### src/rtl/logic_unit_pipe_pkg.sv
// Shared definitions for the logic_unit_pipe slice: operation encodings and
// default widths.
package logic_unit_pipe_pkg;

  localparam int unsigned WIDTH_DEF = 64;
  localparam int unsigned CNT_W_DEF = 16;

  typedef enum logic [2:0] {
    OP_AND  = 3'b000,
    OP_OR   = 3'b001,
    OP_XOR  = 3'b010,
    OP_NAND = 3'b011,
    OP_NOR  = 3'b100,
    OP_XNOR = 3'b101,
    OP_NOTA = 3'b110,
    OP_ANDN = 3'b111
  } op_e;

endpackage

### src/rtl/logic_unit_core.sv
// Combinational bitwise operation mux: result = op(sel)(a, b).
module logic_unit_core
  import logic_unit_pipe_pkg::*;
#(
  parameter int unsigned WIDTH = WIDTH_DEF
) (
  input  logic [WIDTH-1:0] a,
  input  logic [WIDTH-1:0] b,
  input  logic [2:0]       sel,
  output logic [WIDTH-1:0] result
);

  // Select the bitwise function of a and b.
  always_comb begin
    result = '0;
    case (op_e'(sel))
      OP_AND:  result = a & b;
      OP_OR:   result = a | b;
      OP_XOR:  result = a ^ b;
      OP_NAND: result = ~(a & b);
      OP_NOR:  result = ~(a | b);
      OP_XNOR: result = ~(a ^ b);
      OP_NOTA: result = ~a;
      OP_ANDN: result = a & ~b;
      default: result = '0;
    endcase
  end

endmodule

### src/rtl/logic_unit_pipe.sv
// Two-stage pipelined logic unit with valid/ready handshakes, an accumulator
// for chained operations, result flags and a completed-result counter.
module logic_unit_pipe
  import logic_unit_pipe_pkg::*;
#(
  parameter int unsigned WIDTH = WIDTH_DEF,
  parameter int unsigned CNT_W = CNT_W_DEF
) (
  input  logic             clk,
  input  logic             rst,
  input  logic             in_valid,
  output logic             in_ready,
  input  logic [WIDTH-1:0] in1,
  input  logic [WIDTH-1:0] in2,
  input  logic [2:0]       sel,
  input  logic             chain,
  input  logic             acc_clr,
  output logic             out_valid,
  input  logic             out_ready,
  output logic [WIDTH-1:0] out,
  output logic             out_zero,
  output logic             out_ones,
  output logic             out_parity,
  output logic [CNT_W-1:0] op_count
);

  logic             s1_valid_q, s1_valid_d;
  logic [WIDTH-1:0] in1_q, in1_d;
  logic [WIDTH-1:0] in2_q, in2_d;
  logic [2:0]       sel_q, sel_d;
  logic             chain_q, chain_d;

  logic             out_valid_q, out_valid_d;
  logic [WIDTH-1:0] out_q, out_d;
  logic             zero_q, zero_d;
  logic             ones_q, ones_d;
  logic             parity_q, parity_d;
  logic [WIDTH-1:0] acc_q, acc_d;
  logic [CNT_W-1:0] cnt_q, cnt_d;

  logic             s2_load;
  logic             accept;
  logic             out_xfer;
  logic [WIDTH-1:0] op_a;
  logic [WIDTH-1:0] result;

  assign s2_load  = s1_valid_q & (~out_valid_q | out_ready);
  assign in_ready = ~s1_valid_q | s2_load;
  assign accept   = in_valid & in_ready;
  assign out_xfer = out_valid_q & out_ready;
  assign op_a     = chain_q ? acc_q : in1_q;

  logic_unit_core #(.WIDTH(WIDTH)) u_core (
    .a      (op_a),
    .b      (in2_q),
    .sel    (sel_q),
    .result (result)
  );

  // Stage 1 next state: operands are captured only on an accepted beat so
  // idle-cycle garbage never enters the pipeline.
  always_comb begin
    s1_valid_d = s1_valid_q;
    in1_d      = in1_q;
    in2_d      = in2_q;
    sel_d      = sel_q;
    chain_d    = chain_q;
    if (accept) begin
      s1_valid_d = 1'b1;
      in1_d      = in1;
      in2_d      = in2;
      sel_d      = sel;
      chain_d    = chain;
    end else if (s2_load) begin
      s1_valid_d = 1'b0;
    end
  end

  // Stage 2 next state: result, flags, accumulator and transfer counter.
  always_comb begin
    out_valid_d = out_valid_q;
    out_d       = out_q;
    zero_d      = zero_q;
    ones_d      = ones_q;
    parity_d    = parity_q;
    acc_d       = acc_q;
    cnt_d       = cnt_q;
    if (s2_load) begin
      out_valid_d = 1'b1;
      out_d       = result;
      zero_d      = (result == '0);
      ones_d      = (result == '1);
      parity_d    = ^result;
      acc_d       = result;
    end else if (out_xfer) begin
      out_valid_d = 1'b0;
    end
    if (acc_clr) begin
      acc_d = '0;
    end
    if (out_xfer) begin
      cnt_d = cnt_q + CNT_W'(1);
    end
  end

  // Pipeline registers with asynchronous reset.
  always_ff @(posedge clk or posedge rst) begin
    if (rst) begin
      s1_valid_q  <= 1'b0;
      in1_q       <= '0;
      in2_q       <= '0;
      sel_q       <= '0;
      chain_q     <= 1'b0;
      out_valid_q <= 1'b0;
      out_q       <= '0;
      zero_q      <= 1'b0;
      ones_q      <= 1'b0;
      parity_q    <= 1'b0;
      acc_q       <= '0;
      cnt_q       <= '0;
    end else begin
      s1_valid_q  <= s1_valid_d;
      in1_q       <= in1_d;
      in2_q       <= in2_d;
      sel_q       <= sel_d;
      chain_q     <= chain_d;
      out_valid_q <= out_valid_d;
      out_q       <= out_d;
      zero_q      <= zero_d;
      ones_q      <= ones_d;
      parity_q    <= parity_d;
      acc_q       <= acc_d;
      cnt_q       <= cnt_d;
    end
  end

  assign out_valid  = out_valid_q;
  assign out        = out_q;
  assign out_zero   = zero_q;
  assign out_ones   = ones_q;
  assign out_parity = parity_q;
  assign op_count   = cnt_q;

endmodule

### config.mk
export PLATFORM = sky130hd
export DESIGN_NAME = logic_unit_pipe
export DESIGN_NICKNAME = d
export VERILOG_FILES = /design/src/rtl/logic_unit_pipe_pkg.sv /design/src/rtl/logic_unit_core.sv /design/src/rtl/logic_unit_pipe.sv
export SDC_FILE = /design/constraint.sdc
export NUM_CORES = 1
export LEC_CHECK = 0
export ABC_AREA = 1
export CAP_MARGIN = 15
export CORE_MARGIN = 2
export CORE_UTILIZATION = 25
export CTS_BUF_LIST = sky130_fd_sc_hd__clkbuf_2
export CTS_CLUSTER_SIZE = 30
export DETAILED_ROUTE_END_ITERATION = 16
export GPL_ROUTABILITY_DRIVEN = 0
export PLACE_DENSITY = 0.4
export REMOVE_ABC_BUFFERS = 1
export SLEW_MARGIN = 10
export SYNTH_ARGS = -nofsm -noshare
export SYNTH_HDL_FRONTEND = slang
export SYNTH_SLANG_ARGS = --single-unit
### constraint.sdc
create_clock -name clk -period 16.8 [get_ports clk]
set_clock_uncertainty 0.15 [all_clocks]
set_input_delay 3.36 -clock clk [delete_from_list [all_inputs] [get_ports clk]]
set_output_delay 3.36 -clock clk [all_outputs]
set_load 0.01 [all_outputs]
==> impl_results.md, run 1 <==
* Total number of clock tree sinks at between 200 and 300
* Post-synthesis cell count at 2530
* Worst slew pin tran at roughly 1.1 ns
* Critical register-to-register path endpoint: out_parity
* Clk Latency, worst-skew pair at 1.11 ns
* Core utilization of the finished layout at a little under a third
* First-pass DRT Iterations at 5
* Most frequent standard cell in the layout excluding fill and tap cells: nand2_1
* Worst vdd rail ir drop at roughly 53 uV
* Number of top-level pins at 222
* Critical path fanouts, max at 3
* Signal arrival time at the worst endpoint at 4.67 ns
* Switching component of the power at between 1 and 1.5 mW
* R2r startpoint: chain_q
* Unrepaired setup endpoints after global routing: no
* Iteration-0 DRC Markers at 940
* Chip width at 284 um
* Internal Pwr Total at 1.70 mW
* Die Y-Extent at 284 um
* Final routed wire length divided by cell count at 18.6 um
* Kind of end point of the critical path: primary output
* CTS H-tree depth at 3
* Residual DRC at 0
* Average instance area after synthesis at between 7 and 8 sq um
* Total of warnings raised by yosys at 0
* Count of distinct cell types in the synthesized netlist at 34
* Sequential fraction of the synthesis area at 35.8%
* Clock power frac at 18.3%
* Flip-flop cell with the highest count after synthesis: dfrtp_1
* Switching fraction of total power at 46.3%
* Total standard cell area after synthesis at 19600 sq um
* Max Fclk at around 120 MHz
* Number of cells on the worst hold path at 1
* Global-route wire length before repair at 109000 um
* Core ar. at 77600 sq um
* Largest net degree at the start of global routing at 148
* Post-Route WL at ~72000 um
* Hold Violations, Final at 0
* Die area at ~81000 sq um
* Antenna violations before repair at 1
* Total gr overflow at 0
* Number of enable-type register cells in the synthesized netlist at 0
* Critical Path RT at 13.29 ns
* Starting density of the core at about a quarter
* Port-buffer cells at ~220
* Sequential Power Share at 29.8%
* Areal power density over the cells at about 130 nW/um^2
* Number of rows created at floorplan at 102
* Dpl hpwl at approximately 46000 um
* Worst Hold End: op_count[15]
* Total of flip-flops plus latches after synthesis at 281
* Detail-routed via count per cell at approximately 4.6
* Hold Path Class: reg -> reg
* Clock tree from TritonCTS: done
* Relative max-transition margin at 29.0%
* Shortest period the worst path allows at 8.18 ns
* Post-route fraction of the period consumed by the critical path at between 40% and 50%
* Hold Startpoint: op_count[15]
* Post-cts repair resize count at 0
* Register clock-pin slew on the reported worst setup and hold paths at 0.09 ns
* NumNets Final at 3138
* Global routing usage summed across all routing layers at 17.6%
* Combinational share of power at 51.8%
* Hold buffer count at cts at 0
* Share of final-layout standard cells stronger than drive strength 1 at 10.6%
* Reg2Reg Setup Slack at 11.98 ns
* CTS Buf Count at 89
* Via count of the routed design at 17800
* Max Buffers Root-to-Sink at 3
* Leakage Power at between 10 and 15 nW
* Result of the run: finished, final reports clean
* Number of global-route vias before repair at 18500
* Count of final setup violators at 0
* TNS Setup at 0 ns
* Number of cell instances on the worst register-to-register path at 21
* # Max-Cap Violations at 0
* Root buffer selected by CTS: clkbuf_2
* Post-CTS setup buffer count at 0
* Share of flip-flops with an asynchronous set or reset at 100%
* Final Slew Violations at 0
* Most frequent cells in the layout: 540 x nand2_1, 384 x inv_1, 280 x dfrtp_1, 257 x ha_1, 221 x clkdlybuf4s50_1
* Area growth from synthesis to layout at 20.4%
* Startpoint type of the worst setup path: input port
* Number of nets with antenna violations after detailed routing at 0
* Worst Setup Path Type: in -> out
-- layer usage --
metal	routed length, um	track usage (%)	part of all wire (%)	up-vias
met5	0	0	0	-
met4	1850	6.47	2.6	0
met3	3190	2.80	4.4	115
met2	33800	29.5	47	457
met1	32800	22.7	46	8623
li1	-	-	-	8573
-- synthesized netlist by cell type (50+ instances only) --
library cell,count,area (sq um)
a21oi_1,163,816
buf_2,50,250
clkbuf_1,55,206
dfrtp_1,281,7030
ha_1,257,3220
inv_1,386,1450
mux2_2,63,709
nand2_1,543,2040
nand3_1,82,410
nor2_1,204,766
o21ai_0,119,596
o22ai_1,81,507
-- power by group through the flow --
stage / Clock [mW] / Sequential [mW] / Combinational, mW
2_1_floorplan: 0 / 0.968 / 1.02
3_3_place_gp: 0 / 0.962 / 1.61
3_5_place_dp: 0 / 0.962 / 1.66
4_1_cts: 0.620 / 0.951 / 1.67
5_1_grt: 0.653 / 0.968 / 1.87
6_report: 0.582 / 0.945 / 1.64
-- final cells by class --
class	count	area [sq um]
fillers	8462	54000
multi-input cells	1733	10600
flip-flops and latches	281	7040
repair buffers	244	2400
inverters	395	1490
well taps	1040	1300
clock buffers	119	596
clock inverters	34	211
diodes	1	2.50
-- per-stage QoR --
step / std cells / instance area (sq um) / worst slack [ns] / power (mW) / hold WS (ns)
floorplan: 2409 / 19100 / 5.54 / 1.99 / 0.292
global placement: 3693 / 22800 / 8.62 / 2.57 / 0.306
detailed placement: 3693 / 22800 / 8.62 / 2.62 / 0.314
CTS: 3846 / 23600 / 8.62 / 3.24 / 0.334
global route: 3847 / 23600 / 8.57 / 3.49 / 0.348
finish: 3847 / 23600 / 8.62 / 3.17 / 0.328
-- how the worst max path moves through the flow --
stage               from  endpoint  slack (ns)  depth (start not counted)
2_1_floorplan        rst  acc_q[0]        5.54                          1
3_3_place_gp   out_ready  in_ready        8.62                          4
3_5_place_dp   out_ready  in_ready        8.62                          4
4_1_cts        out_ready  in_ready        8.62                          4
5_1_grt        out_ready  in_ready        8.57                          4
6_report       out_ready  in_ready        8.62                          4
-- critical path: stages --
cell             delay, ns
clkdlybuf4s50_1       0.51
inv_1                 0.07
nand3_1               0.15
clkdlybuf4s50_1       0.57
-- registers in the layout (all words and copies together), names as in the netlist --
register,flops
acc_q,64
in1_q,64
in2_q,64
out,64
op_count,16
sel_q,3
chain_q,1
out_ones,1
out_parity,1
out_valid,1
out_zero,1
s1_valid_q,1
-- kinds of logic after synthesis --
kind of cell	count (synthesis)	synth area share, %
simple gates	960	20.7
buf+inv	516	10.3
compound gates	433	12.2
flops	281	35.8
fa+ha+maj	257	16.4
mux	63	3.62
xor+xnor	20	0.893
Power figures use the tool's default switching activity.
==> run 2, diff against run 1 <==
clock period = 8.48 ns   (was 16.8 ns; I/O delays follow)
==> run 2 against run 1 <==
  * Cell count about the same
  * Die area unchanged
  * Clock power up 96%
  * Sequential power up 100%
  * Critical path type is now reg -> reg
  * Critical endpoint is now out_ones
  * Largest cell class unchanged
  * Largest power group unchanged
==> impl_results.md, run 2 (synthesized netlist as in run 1, its figures left out) <==
* Iteration-0 DRC Markers at about 1100
* Root buffer selected by CTS: clkbuf_2
* Signal arrival time at the worst endpoint at 6.04 ns
* Dpl hpwl at 47200 um
* Hold Startpoint: op_count[15]
* Final routed wire length divided by cell count at between 15 and 20 um
* CTS Buf Count at 92
* Storage cell area at ~7000 sq um
* Chip width at around 280 um
* Detail-routed via count per cell at between 4 and 5
* Max Buffers Root-to-Sink at 3
* Hold buffer count at cts at 0
* Sequential Power Share at 30.3%
* Cell with the largest stage delay on the worst path: inv_2
* TNS Setup at 0 ns
* Combinational share of power at approximately half
* Minimum hold slack at about 0.34 ns
* CTS H-tree depth at 3
* Switching fraction of total power at between 40% and 50%
* Slowest Stage Delay on Critical Path at between 0.8 and 0.9 ns
* Cell count along the critical path at 15
* Die area at between 80000 and 90000 sq um
* Most frequent cell on the critical path: nand2_1
* Reg2Reg Setup Slack at between 3 and 4 ns
* Number of global-route vias before repair at 18200
* Capture point of the critical path: out_ones
* Kind of end point of the critical path: flip-flop
* Antenna violations before repair at 2
* Shortest period the worst path allows at 5.15 ns
* Areal power density over the cells at 266 nW/um^2
* Unrepaired setup endpoints after global routing: no
* Worst Setup Path Type: reg -> reg
* Port-buffer cells at between 200 and 250
* Via count of the routed design at 17700
* Clock power frac at 18.1%
* Global-route wire length before repair at roughly 110000 um
* Number of top-level pins at 222
* Most frequent standard cell in the layout excluding fill and tap cells: nand2_1
* Critical Path RT at around 9.4 ns
* Top Family by Delay on Critical Path: simple AND/OR/NAND/NOR gates
* Hold Violations, Final at 0
* R2r startpoint: sel_q[2]
* Worst setup path startpoint: sel_q[2]
* Post-CTS setup buffer count at 0
* NumNets Final at 3139
* Number of rows created at floorplan at 102
* Register clock-pin slew on the reported worst setup and hold paths at 0.09 ns
* Starting density of the core at 25.3%
* Worst slew pin tran at 1.15 ns
* # Max-Cap Violations at 0
* Global routing usage summed across all routing layers at between 10% and 20%
* Largest net degree at the start of global routing at 121
* Core ar. at a little under 80000 sq um
* Count of final setup violators at 0
* Startpoint type of the worst setup path: flip-flop
* First-pass DRT Iterations at 5
* Total number of clock tree sinks at 281
* Area growth from synthesis to layout at 20.3%
* Relative max-transition margin at between 20 and 25%
* Filler instances at 8326
* Worst vdd rail ir drop at 96.7 uV
* Post-cts repair resize count at 0
* Total gr overflow at 0
* Area of the multi-input gates at 10600 sq um
* Internal Pwr Total at 3.34 mW
* Leakage Power at between 10 and 15 nW
* Worst path buffer plus inverter count at 4
* Share of final-layout standard cells stronger than drive strength 1 at 10.8%
* Number of nets with antenna violations after detailed routing at 0
* Clk Latency, worst-skew pair at 1.11 ns
* Post-route fraction of the period consumed by the critical path at 60.7%
* Max Fclk at 194 MHz
* Switching component of the power at between 2 and 3 mW
* Critical path fanouts, max at 44
* Critical register-to-register path endpoint: out_ones
* Result of the run: finished, final reports clean
* Die Y-Extent at 284 um
* Hold Path Class: reg -> reg
* Most frequent cells in the layout: 540 x nand2_1, 384 x inv_1, 280 x dfrtp_1, 257 x ha_1, 221 x clkdlybuf4s50_1
* Number of cell instances on the worst register-to-register path at 15
* Clock tree from TritonCTS: done
* Final Slew Violations at 0
* Post-Route WL at 72900 um
* Critical path, cell by cell: inv_2 > nand3_2 > inv_2 > buf_4 > nand2_1 > o21ai_0 > nor2_1 > nand3_1 > nand2_1 > inv_1 > ha_1 > nand4_1 > nor4_1 > nand3_1 > nand2_1
* Residual DRC at 0
run 2: changes by cell type in the layout (fill, tap and decap cells not counted):
cell       previous run  this run
buf_4                22        20
clkinv_1             24        21
diode_2               1         2
bufinv_16             3         1
inv_2                13        10
clkbuf_2            119       131
run 2: worst min-delay path by stage:
stage                              end  slack (ns)  cells after the start
after floorplan              acc_q[46]        0.29                      2
after global placement       acc_q[46]        0.31                      2
after detailed placement     acc_q[46]        0.31                      2
after CTS                    acc_q[46]        0.34                      2
after global routing         acc_q[46]        0.35                      2
final                     op_count[15]        0.34                      1
run 2: area by class of cell:
class                   count  area share [%]
well taps                1040            5.52
flip-flops and latches    281            29.8
diodes                      2          0.0212
multi-input cells        1733            44.9
clock buffers             131            2.78
clock inverters            26           0.546
repair buffers            242            10.1
inverters                 395            6.32
run 2: stage by stage:
stage	instance area (sq um)	instances	util [%]	power [mW]	worst slack, ns
after floorplan	19100	2409	-	3.93	-1.12
after global placement	22800	3691	29.4	5.12	3.40
after detailed placement	22800	3691	29.4	5.20	3.33
after CTS	23600	3848	30.4	6.41	3.39
after global routing	23600	3850	30.4	6.93	2.90
final	23600	3850	30.4	6.28	3.33
run 2: metal layers:
metal | up-vias | share of wire [%] | wire length (um) | global-route usage (%)
li1 | 8613 | - | - | -
met1 | 8476 | 45 | 32800 | 23.0
met4 | 0 | 3.2 | 2300 | 6.55
met3 | 143 | 5.3 | 3880 | 3.58
met2 | 497 | 47 | 33900 | 29.6
met5 | - | 0 | 0 | 0
run 2: power by group through the flow:
stage | Clock, mW | Sequential [mW] | Combinational [mW]
detailed placement | 0 | 1.94 | 3.26
CTS | 1.22 | 1.91 | 3.28
global placement | 0 | 1.94 | 3.19
finish | 1.14 | 1.90 | 3.24
global route | 1.28 | 1.95 | 3.70
floorplan | 0 | 1.92 | 2.02
